$ cat config.mk
export PLATFORM = sky130hd
export DESIGN_NAME = sync_fifo_reader
export DESIGN_NICKNAME = d
export VERILOG_FILES = /design/src/rtl/sync_fifo_reader.sv
export SDC_FILE = /design/constraint.sdc
export NUM_CORES = 1
export LEC_CHECK = 0
export ABC_AREA = 1
export CORE_ASPECT_RATIO = 1.5
export CORE_MARGIN = 3
export CORE_UTILIZATION = 30
export DETAILED_ROUTE_END_ITERATION = 12
export HOLD_SLACK_MARGIN = 0.08
export PLACE_DENSITY = 0.51
export SLEW_MARGIN = 20
export SYNTH_ARGS = -nofsm -noshare
export SYNTH_HDL_FRONTEND = slang
export SYNTH_SLANG_ARGS = --single-unit
$ cat constraint.sdc
create_clock -name clk -period 7.12 [get_ports clk]
set_clock_uncertainty 0.2 [all_clocks]
set_input_delay 1.068 -clock clk [delete_from_list [all_inputs] [get_ports clk]]
set_output_delay 1.068 -clock clk [all_outputs]
set_load 0.01 [all_outputs]
$ cat src/rtl/sync_fifo_reader.sv
// Read-side controller for a synchronous FIFO with 1-cycle read latency.
// Captures FIFO words into a small holding buffer and presents them as a valid/ready stream.
module sync_fifo_reader #(
  parameter int unsigned DATA_WIDTH = 8,
  parameter int unsigned BUF_DEPTH  = 2,  // legal range 2..4
  parameter int unsigned CNT_WIDTH  = 16
) (
  input  logic                  clk,
  input  logic                  rst,
  input  logic                  en,
  input  logic                  fifo_empty,
  input  logic [DATA_WIDTH-1:0] fifo_dout,
  output logic                  fifo_rd_en,
  output logic                  m_valid,
  output logic [DATA_WIDTH-1:0] m_data,
  input  logic                  m_ready,
  output logic [CNT_WIDTH-1:0]  rd_count,
  output logic                  idle
);

  localparam int unsigned OccW = $clog2(BUF_DEPTH + 1);
  localparam int unsigned PtrW = $clog2(BUF_DEPTH);

  // One extra bit so occ + inflight can be compared against the depth without overflow.
  localparam logic [OccW:0]   DepthExt = (OccW + 1)'(BUF_DEPTH);
  localparam logic [PtrW-1:0] PtrLast  = PtrW'(BUF_DEPTH - 1);

  logic [DATA_WIDTH-1:0] buf_q [BUF_DEPTH];

  logic [OccW-1:0]      occ_q, occ_d;
  logic                 inflight_q, inflight_d;
  logic [PtrW-1:0]      rd_ptr_q, rd_ptr_d;
  logic [PtrW-1:0]      wr_ptr_q, wr_ptr_d;
  logic [CNT_WIDTH-1:0] cnt_q, cnt_d;

  logic                 pop;
  logic [OccW:0]        occ_sum;

  function automatic logic [PtrW-1:0] ptr_inc(input logic [PtrW-1:0] p);
    return (p == PtrLast) ? '0 : p + 1'b1;
  endfunction

  assign m_valid = (occ_q != '0);
  assign pop     = m_valid && m_ready;

  // pop >= 1 only when occ >= 1, so this never goes negative.
  assign occ_sum = {1'b0, occ_q} + (OccW + 1)'(inflight_q) - (OccW + 1)'(pop);

  // Combinational m_ready -> fifo_rd_en path keeps a depth-2 buffer streaming at 1 word/clk.
  assign fifo_rd_en = !rst && en && !fifo_empty && (occ_sum < DepthExt);

  assign m_data   = m_valid ? buf_q[rd_ptr_q] : '0;
  assign rd_count = cnt_q;
  assign idle     = !m_valid && !inflight_q && fifo_empty;

  always_comb begin
    occ_d      = occ_sum[OccW-1:0];
    inflight_d = fifo_rd_en;
    rd_ptr_d   = rd_ptr_q;
    wr_ptr_d   = wr_ptr_q;
    cnt_d      = cnt_q;
    if (inflight_q) begin
      wr_ptr_d = ptr_inc(wr_ptr_q);
    end
    if (pop) begin
      rd_ptr_d = ptr_inc(rd_ptr_q);
      cnt_d    = cnt_q + 1'b1;
    end
  end

  always_ff @(posedge clk) begin
    if (rst) begin
      occ_q      <= '0;
      inflight_q <= 1'b0;
      rd_ptr_q   <= '0;
      wr_ptr_q   <= '0;
      cnt_q      <= '0;
    end else begin
      occ_q      <= occ_d;
      inflight_q <= inflight_d;
      rd_ptr_q   <= rd_ptr_d;
      wr_ptr_q   <= wr_ptr_d;
      cnt_q      <= cnt_d;
    end
  end

  // Storage needs no reset: m_data is masked while the buffer is empty.
  always_ff @(posedge clk) begin
    if (!rst && inflight_q) begin
      buf_q[wr_ptr_q] <= fifo_dout;
    end
  end

  always_ff @(posedge clk) begin
    if (!rst) begin
      assert (occ_sum <= DepthExt);
      assert ({1'b0, occ_q} <= DepthExt);
    end
  end

endmodule
* Word level (Yosys, flattened, before mapping)
Memory sizes are Yosys's and may differ from the RTL's. A register that Yosys moved wholly into a read port is not among the register bits.
Cells that the tools add are included.
** Storage, ports and cells
- Register bits after elaboration :: 21
- Memory bits (writable) :: 16
- Bits of input ports :: 13
- Output and inout port bits :: 27
- Word-level logic and storage cells :: 31
- Memories kept :: 1
** Memory list
- buf_q :: depth 2, bits a word 8, rd ports 1, clocked after Yosys merged registers in 1, write ports 1, line 28 : logic [DATA_WIDTH-1:0] buf_q [BUF_DEPTH];
** Cells by class
- $add $sub $neg :: 5
- $lt $le $gt $ge :: 1
- Mux-type cells :: 7
- Reduce and logical (&&, ||, !) cells :: 12
** Operator list (number)
- $add A16 B1 Y16 const B :: 1
- $mux W8 :: 1
- $logic_and A1 B1 Y1 :: 7
- $mux W1 :: 6
- $logic_not A1 Y1 :: 4
- $add A2 B1 Y3 :: 1
- $lt A3 B2 Y1 const B :: 1
- $sub A3 B1 Y3 :: 1
- $add A1 B1 Y1 const B :: 2
- $reduce_bool A2 Y1 :: 1

* Longest topological paths before layout
Gate-level depths: netlist (run 1).
- Depth after elaboration :: 5
- Gate-level depth with buffers :: 9
- Depth with buffers taken out :: 9

* Worst setup path after synthesis (run 1)
Ideal clock, no wire load.
- Path type :: in2out
- Start :: input port m_ready
- End :: output port fifo_rd_en
- Data arrival time :: 2.579 ns
- Slack :: 3.273 ns
- Cell stages on the path :: 8
- Cell sequence :: inv_1 > nor2_4 > buf_6 > ha_1 > inv_1 > ha_1 > fa_1 > nor3_1
** On the way
- Word-level cells in the longest chain between the ends :: 4
** Ends and longest elaborated chain
- from (decl) :: line 16 : input logic m_ready,
- $logic_and A1 B1 Y1 :: line 44 : assign pop = m_valid && m_ready;
- via pop :: line 36 : logic pop;
- $sub A3 B1 Y3 :: line 47 : assign occ_sum = {1'b0, occ_q} + (OccW + 1)'(inflight_q) - (OccW + 1)'(pop);
- via occ_sum[1] :: line 37 : logic [OccW:0] occ_sum;
- $lt A3 B2 Y1 :: line 50 : assign fifo_rd_en = !rst && en && !fifo_empty && (occ_sum < DepthExt);
- $logic_and A1 B1 Y1 :: line 50
- to (decl) :: line 13 : output logic fifo_rd_en,
The timed path passes the listed nets, and every way through them passes these cells.

* Worst setup path in the final report (run 1)
- Start :: input port m_ready
- End :: output port fifo_rd_en
** On the way
- Word-level cells in the longest chain between the ends :: 4
** Ends and longest elaborated chain (line)
- $logic_and A1 B1 Y1 :: 44
- $sub A3 B1 Y3 :: 47
- via occ_sum[1] :: 37
- $lt A3 B2 Y1 :: 50
- $logic_and A1 B1 Y1 :: 50
The timed path passes the listed nets, and every way through them passes these cells.

==> results by group, run 1 <==
Outcome
  – Status: finished, final reports clean

Routing
  – DRT Pass-1 Iters: 4
  – Via count: 1369
  – Detail Route Antenna Nets: 0
  – Post-route DRC: 0
  – Starting DRT DRC Count: 14
  – Via density per instance: 4.42
  – WL/cell: 11.7 um
  – Final wirelength: 3630 um

Power and ir drop
  – Comb power frac: 23.9%
  – Pwr dens: 275 nW/um^2
  – Static Leak: 0.000826 uW
  – Cell Int Power: 465 uW
  – Clk pwr share: 35.2%
  – Net Sw Frac: 26.6%
  – Flop pwr share: 40.9%
  – Switching pwr: 168 uW
  – VDD IR max: 125 uV

Final layout
  – Fill count: 567
  – Nets: 256
  – Ant. Diodes: 0
  – Share of layout cells above drive strength 1: 8.75%
  – Syn-to-layout area delta: 35.2%

Setup path
  – Setup CP Type: input pin to output port
  – Max FO, Critical Path: 11
  – Critical R2R Capture: inflight_q$_SDFF_PP0_
  – Critical path endpoint category: output port
  – Worst reg2reg setup slack: 4900 ps
  – Required @ worst endpoint: 5850 ps
  – Crit path from: m_ready
  – Worst Setup Start Kind: input pin
  – Worst r2r path cells: 7
  – Worst r2r src: occ_q[1]$_SDFF_PP0_
  – Setup crit end: fifo_rd_en
  – CP arrival: 3620 ps

Clocking
  – Worst-path clk slew: 70 ps
  – Post-CTS Setup Inserts: 0
  – H-tree Lvls: 2
  – Hold-fix buffers, CTS: 0
  – CTS Sinks: 38
  – Latest clock arrival within the worst-skew pair: 280 ps
  – Root Driver: clkbuf_8
  – Num CTS Buffers: 5
  – Longest Clk Path Bufs: 2
  – CTS tree: done
  – CTS resizes: 0

Yosys
  – Ranking of synthesized cells by area: edfxtp_1 28%, dfxtp_1 26%, nand2_1 9.7%
  – Yosys top cell by area: edfxtp_1
  – Syn_nets: 214
  – Mapped Area: 1700 um^2
  – FF+latch count, synth: 38
  – Yosys warning total: 0
  – Cells after synthesis: 197
  – Post-synth top area share: 28.2%
  – Avg Cell Area, Syn: 8.65 um^2
  – Distinct cells, synth: 22
  – Register area share after synthesis: 54.0%

Placement
  – Detailed placer's ending HPWL: 2760 um
  – IO Port Bufs: 39
  – Routability congestion estimate: 0.739

GRT
  – Largest net degree at the start of global routing: 16
  – Vias in the first global route: 1329
  – Grt ovf: 0
  – All-Layer GR Usage: 12.1%
  – First-pass GRT wire length: 6030 um
  – Antenna violations before repair: 0

Flow run
  – Max-Cap Viols: 0

Floorplan
  – Starting Density: 31.0%
  – Vert. Die Dim: 98.3 um
  – Core area: 5490 um^2
  – Die area: 6640 um^2
  – Horiz. Die Dim: 67.5 um
  – Row count: 33
  – Total I/O pin count: 40

Timing
  – Hold Violations, Final: 0
  – Crit path time final: 4880 ps
  – Final hold slack: 261 ps
  – Endpoints failing setup: 0
  – Worst Max-Slew Pin Slew: 670 ps
  – Peak Freq: 205 MHz
  – Max Slew Vio Count: 0
  – Final TNS setup: 0 ps
  – RSZ-0062 raised after global routing: false
  – Headroom to the max-slew limit: 55.2%
  – Final period util: 68.6%

Hold path
  – Hold WC Path Type: flip-flop to flip-flop
[metrics by stage]
step                setup WS (ps)  cell area, um^2  power [uW]  utilization (%)  cells
floorplan                    3270             1700         349                -    197
detailed placement           2210             2160         418             39.3    302
global route                 2030             2300         674             42.0    310
CTS                          2190             2300         644             41.9    310
finish                       2240             2300         633             42.0    310
global placement             2170             2160         417             39.3    302
[critical path: stages]
cell	delay, ps
clkdlybuf4s50_1	490
inv_1	70
nor2_4	260
ha_1	290
inv_1	60
ha_1	150
fa_1	440
nor3_1	220
clkdlybuf4s50_1	580
[cells in the mapped netlist, drive strengths merged]
cell    number
nand2       48
buf          3
o21ai        8
nand4        2
xor2         2
inv         24
clkbuf       1
xnor2        1
nor2        32
a21oi       19
fa           1
nand3        7
edfxtp      16
dfxtp       22
nor3         8
ha           3
[kinds of logic (layout without fill, tap and decap cells)]
family | after synthesis | count (layout) | synth area share (%)
compound gates | 27 | 27 | 8.15
xor+xnor | 3 | 3 | 1.54
fa+ha+maj | 4 | 4 | 3.38
buf+inv | 28 | 71 | 6.75
flops | 38 | 38 | 54.0
simple gates | 97 | 97 | 26.1
[metal layers]
layer	up-vias	global-route usage [%]	routed length (um)	share of wire [%]
met3	4	3.45	212	5.8
met2	35	20.8	1830	50
met4	0	5.16	63	1.7
li1	716	-	-	-
met1	614	13.5	1520	42
met5	-	0	0	0
[layout make-up]
type	instances	area (um^2)	area share (%)
Clock buffer	6	82.6	3.58
Timing Repair Buffer	39	390	16.9
Tap cell	70	87.6	3.80
Multi-Input combinational cell	131	673	29.2
Inverter	24	90.1	3.91
Clock inverter	2	60.1	2.61
Sequential cell	38	921	40.0
[placed cells by master (no fill, tap or decap)]
master	netlist	routed
nor3_2	0	1
fa_1	1	1
dfxtp_1	22	22
clkbuf_8	0	6
edfxtp_1	16	16
xnor2_1	1	1
xor2_1	2	2
nand3_4	1	1
o21ai_0	8	8
bufinv_16	0	2
clkdlybuf4s50_1	0	39
a21oi_2	1	1
inv_1	24	24
nand2_2	4	4
nor2_2	2	2
a21oi_1	18	18
nor2_1	26	26
nand2_1	44	44
nor2_4	4	4
nand4_1	2	2
ha_1	3	3
nor3_1	8	7
nand3_1	6	6
[flip-flops by register name, summed over array words and instances, names as in the netlist, named ones only]
register    count
wr_ptr_q        1
buf_q          16
rd_count       16
occ_q           2
inflight_q      1
rd_ptr_q        1
[worst min path at each step]
stage,start,end,cells past startpoint
final,rd_ptr_q$_SDFFE_PP0P_,rd_ptr_q$_SDFFE_PP0P_,1
after global routing,rd_ptr_q$_SDFFE_PP0P_,rd_ptr_q$_SDFFE_PP0P_,1
after CTS,rd_ptr_q$_SDFFE_PP0P_,rd_ptr_q$_SDFFE_PP0P_,1
after detailed placement,rd_ptr_q$_SDFFE_PP0P_,rd_ptr_q$_SDFFE_PP0P_,1
after global placement,rd_ptr_q$_SDFFE_PP0P_,rd_ptr_q$_SDFFE_PP0P_,1
after floorplan,rd_ptr_q$_SDFFE_PP0P_,flip-flop,1
[power by group through the flow]
stage          logic [uW]  registers (uW)  clock network [uW]
4_1_cts               155             259                 230
2_1_floorplan        89.8             259                   0
3_3_place_gp          153             264                   0
3_5_place_dp          154             264                   0
5_1_grt               172             262                 239
6_report              151             259                 223
No activity file was read; power rests on OpenSTA's default activity.
==> inputs of run 2 (changes only) <==
--- a/config.mk
+++ b/config.mk
@@ -11,7 +11,7 @@
 export CORE_UTILIZATION = 30
 export DETAILED_ROUTE_END_ITERATION = 12
 export HOLD_SLACK_MARGIN = 0.08
-export PLACE_DENSITY = 0.51
+export PLACE_DENSITY = 0.53
 export SLEW_MARGIN = 20
 export SYNTH_ARGS = -nofsm -noshare
 export SYNTH_HDL_FRONTEND = slang
==> constraint.sdc (replaced) <==
create_clock -name clk -period 4.1 [get_ports clk]
set_clock_uncertainty 0.2 [all_clocks]
set_input_delay 0.615 -clock clk [delete_from_list [all_inputs] [get_ports clk]]
set_output_delay 0.615 -clock clk [all_outputs]
set_load 0.01 [all_outputs]
==> results by group, run 2 (synthesized netlist as in run 1, its figures left out) <==
Outcome
  – Status: finished, final reports clean

Setup path
  – CP Depth: 9 (unchanged)
  – Required @ worst endpoint: 3280 ps (-2570 ps)
  – Critical Path Max Stage Delay: 570 ps (about the same)
  – Worst reg2reg setup slack: 1970 ps (-2930 ps)
  – Crit path from: m_ready
  – Max FO, Critical Path: 3 (-8)
  – CP arrival: 2960 ps (-660 ps)
  – Worst Setup Start Kind: input pin
  – Setup CP Type: input pin to output port
  – Critical R2R Capture: inflight_q$_SDFF_PP0_
  – Worst path top cell family by delay: buffers and inverters
  – Critical path endpoint category: output port
  – Worst path buffer plus inverter count: 4 (unchanged)
  – Setup crit end: fifo_rd_en
  – Worst r2r path cells: 7 (unchanged)
  – Slowest-stage cell, CP: clkdlybuf4s50_1
  – Worst r2r src: occ_q[1]$_SDFF_PP0_
  – Critical path cell sequence: clkdlybuf4s50_1 -> inv_1 -> nor2_4 -> ha_1 -> inv_1 -> ha_1 -> fa_1 -> nor3_1 -> clkdlybuf4s50_1

Clocking
  – Num CTS Buffers: 5 (unchanged)
  – Post-CTS Setup Inserts: 0 (unchanged)
  – Root Driver: clkbuf_8
  – Worst-path clk slew: 70 ps (about the same)
  – CTS Sinks: 38 (unchanged)
  – Hold-fix buffers, CTS: 0 (unchanged)
  – Longest Clk Path Bufs: 2 (unchanged)
  – CTS tree: done
  – Latest clock arrival within the worst-skew pair: 290 ps (about the same)
  – CTS resizes: 0 (unchanged)
  – H-tree Lvls: 2 (unchanged)

Floorplan
  – Vert. Die Dim: 98.3 um (unchanged)
  – Die area: 6640 um^2 (unchanged)
  – Horiz. Die Dim: 67.5 um (unchanged)
  – Starting Density: 31.0% (unchanged)
  – Row count: 33 (unchanged)
  – Total I/O pin count: 40 (unchanged)
  – Core area: 5490 um^2 (unchanged)

Power and ir drop
  – Final Total Pwr: 1110 uW (+75%)
  – Pwr dens: 477 nW/um^2 (+74%)
  – VDD IR max: 212 uV (+70%)
  – Static Leak: 0.000841 uW (+1.9%)

Final layout
  – Share of layout cells above drive strength 1: 9.47% (+0.72 points)
  – Final core utilization: 42.3% (+0.32 points)
  – Ant. Diodes: 0 (unchanged)
  – Nets: 259 (+1.2%)
  – Most common cell after layout, fill and taps aside: nand2_1
  – Commonest non-fill, non-tap cells in the layout: 44 x nand2_1, 39 x clkdlybuf4s50_1, 26 x nor2_1
  – Syn-to-layout area delta: 36.3%
  – Finished Layout Cells: 313 (+0.97%)

Routing
  – Via count: 1375 (+0.44%)
  – Starting DRT DRC Count: 12 (-2)
  – Via density per instance: 4.39 (-0.52%)
  – Post-route DRC: 0 (unchanged)
  – Final wirelength: 3590 um (-1.0%)
  – Detail Route Antenna Nets: 0 (unchanged)
  – WL/cell: 11.5 um (-2.0%)
  – DRT Pass-1 Iters: 4 (unchanged)

Timing
  – Hold Violations, Final: 0 (unchanged)
  – Crit path time final: 3770 ps
  – RSZ-0062 raised after global routing: false
  – Final TNS setup: 0 ps (unchanged)
  – Final period util: 92.0%
  – Peak Freq: 265 MHz
  – Endpoints failing setup: 0 (unchanged)
  – Headroom to the max-slew limit: 55.4% (+0.26 points)
  – Max Slew Vio Count: 0 (unchanged)
  – Final hold slack: 252 ps (-8.72 ps)
  – Worst Max-Slew Pin Slew: 666 ps (-3.82 ps)

GRT
  – Largest net degree at the start of global routing: 15 (-1)
  – Antenna violations before repair: 0 (unchanged)
  – Vias in the first global route: 1335 (+0.45%)
  – All-Layer GR Usage: 12.1% (-0.037 points)
  – Grt ovf: 0 (unchanged)
  – First-pass GRT wire length: 5960 um (-1.1%)

Placement
  – Detailed placer's ending HPWL: 2760 um (+0.14%)
  – Placed Instances: 305 (+0.99%)
  – IO Port Bufs: 39 (unchanged)
  – Routability congestion estimate: 0.714 (-3.5%)

Flow run
  – Max-Cap Viols: 0 (unchanged)

Hold path
  – Hold WC Path Type: flip-flop to flip-flop
[run 2: cell types whose count changed in the layout (fill, tap and decap cells not counted), sizes merged]
cell | before | now
buf | 0 | 3
[run 2: power by group]
group,internal (uW),leakage (uW),switching (uW)
combinational,129,0.000448,139
sequential,422,0.000322,25.5
clock,259,0.0000714,133
total,811,0.000841,297
[run 2: how the worst min path moves through the flow]
stage / to / from / cells after the start / slack (ps)
2_1_floorplan: flip-flop / rd_ptr_q$_SDFFE_PP0P_ / 1 / 230
3_3_place_gp: flip-flop / rd_ptr_q$_SDFFE_PP0P_ / 1 / 230
3_5_place_dp: rd_ptr_q$_SDFFE_PP0P_ / rd_ptr_q$_SDFFE_PP0P_ / 1 / 240
4_1_cts: rd_ptr_q$_SDFFE_PP0P_ / rd_ptr_q$_SDFFE_PP0P_ / 1 / 250
5_1_grt: rd_ptr_q$_SDFFE_PP0P_ / rd_ptr_q$_SDFFE_PP0P_ / 1 / 270
6_report: rd_ptr_q$_SDFFE_PP0P_ / rd_ptr_q$_SDFFE_PP0P_ / 1 / 250
[run 2: final cells by class]
cell class,count,area (um^2)
Inverter,24,90.1
Multi-Input combinational cell,131,668
Sequential cell,38,921
Tap cell,70,87.6
Clock buffer,6,82.6
Fill cell,567,3170
Clock inverter,2,60.1
Timing Repair Buffer,42,413
[run 2: metrics by stage]
stage	worst slack [ps]	cell area, um^2
after floorplan	1160	1700
after global placement	356	2180
after detailed placement	327	2180
after CTS	322	2320
after global routing	241	2320
final	327	2320
[run 2: per-layer routing]
| layer | wire length [um] | up-vias | track usage, % | share of wire [%] |
|---|---|---|---|---|
| li1 | - | 721 | - | - |
| met2 | 1880 | 33 | 20.9 | 52 |
| met3 | 191 | 7 | 3.80 | 5.3 |
| met4 | 74 | 0 | 5.16 | 2.1 |
| met1 | 1440 | 614 | 13.0 | 40 |
| met5 | 0 | - | 0 | 0 |
[run 2: worst reg2reg max path, cell delays in order (launching register included)]
cell     delay [ps]
dfxtp_1         360
nor2_4          270
nor2_4           50
ha_1            270
inv_1            40
ha_1            180
fa_1            470
nor3_1          220
==> inputs of run 3 (changes only) <==
--- a/config.mk
+++ b/config.mk
@@ -10,6 +10,7 @@
 export CORE_MARGIN = 3
 export CORE_UTILIZATION = 30
 export DETAILED_ROUTE_END_ITERATION = 12
+export GPL_ROUTABILITY_DRIVEN = 0
 export HOLD_SLACK_MARGIN = 0.08
 export PLACE_DENSITY = 0.53
 export SLEW_MARGIN = 20
==> results of run 3 <==
The final DEF is identical to that of run 2; final timing and power are the same.
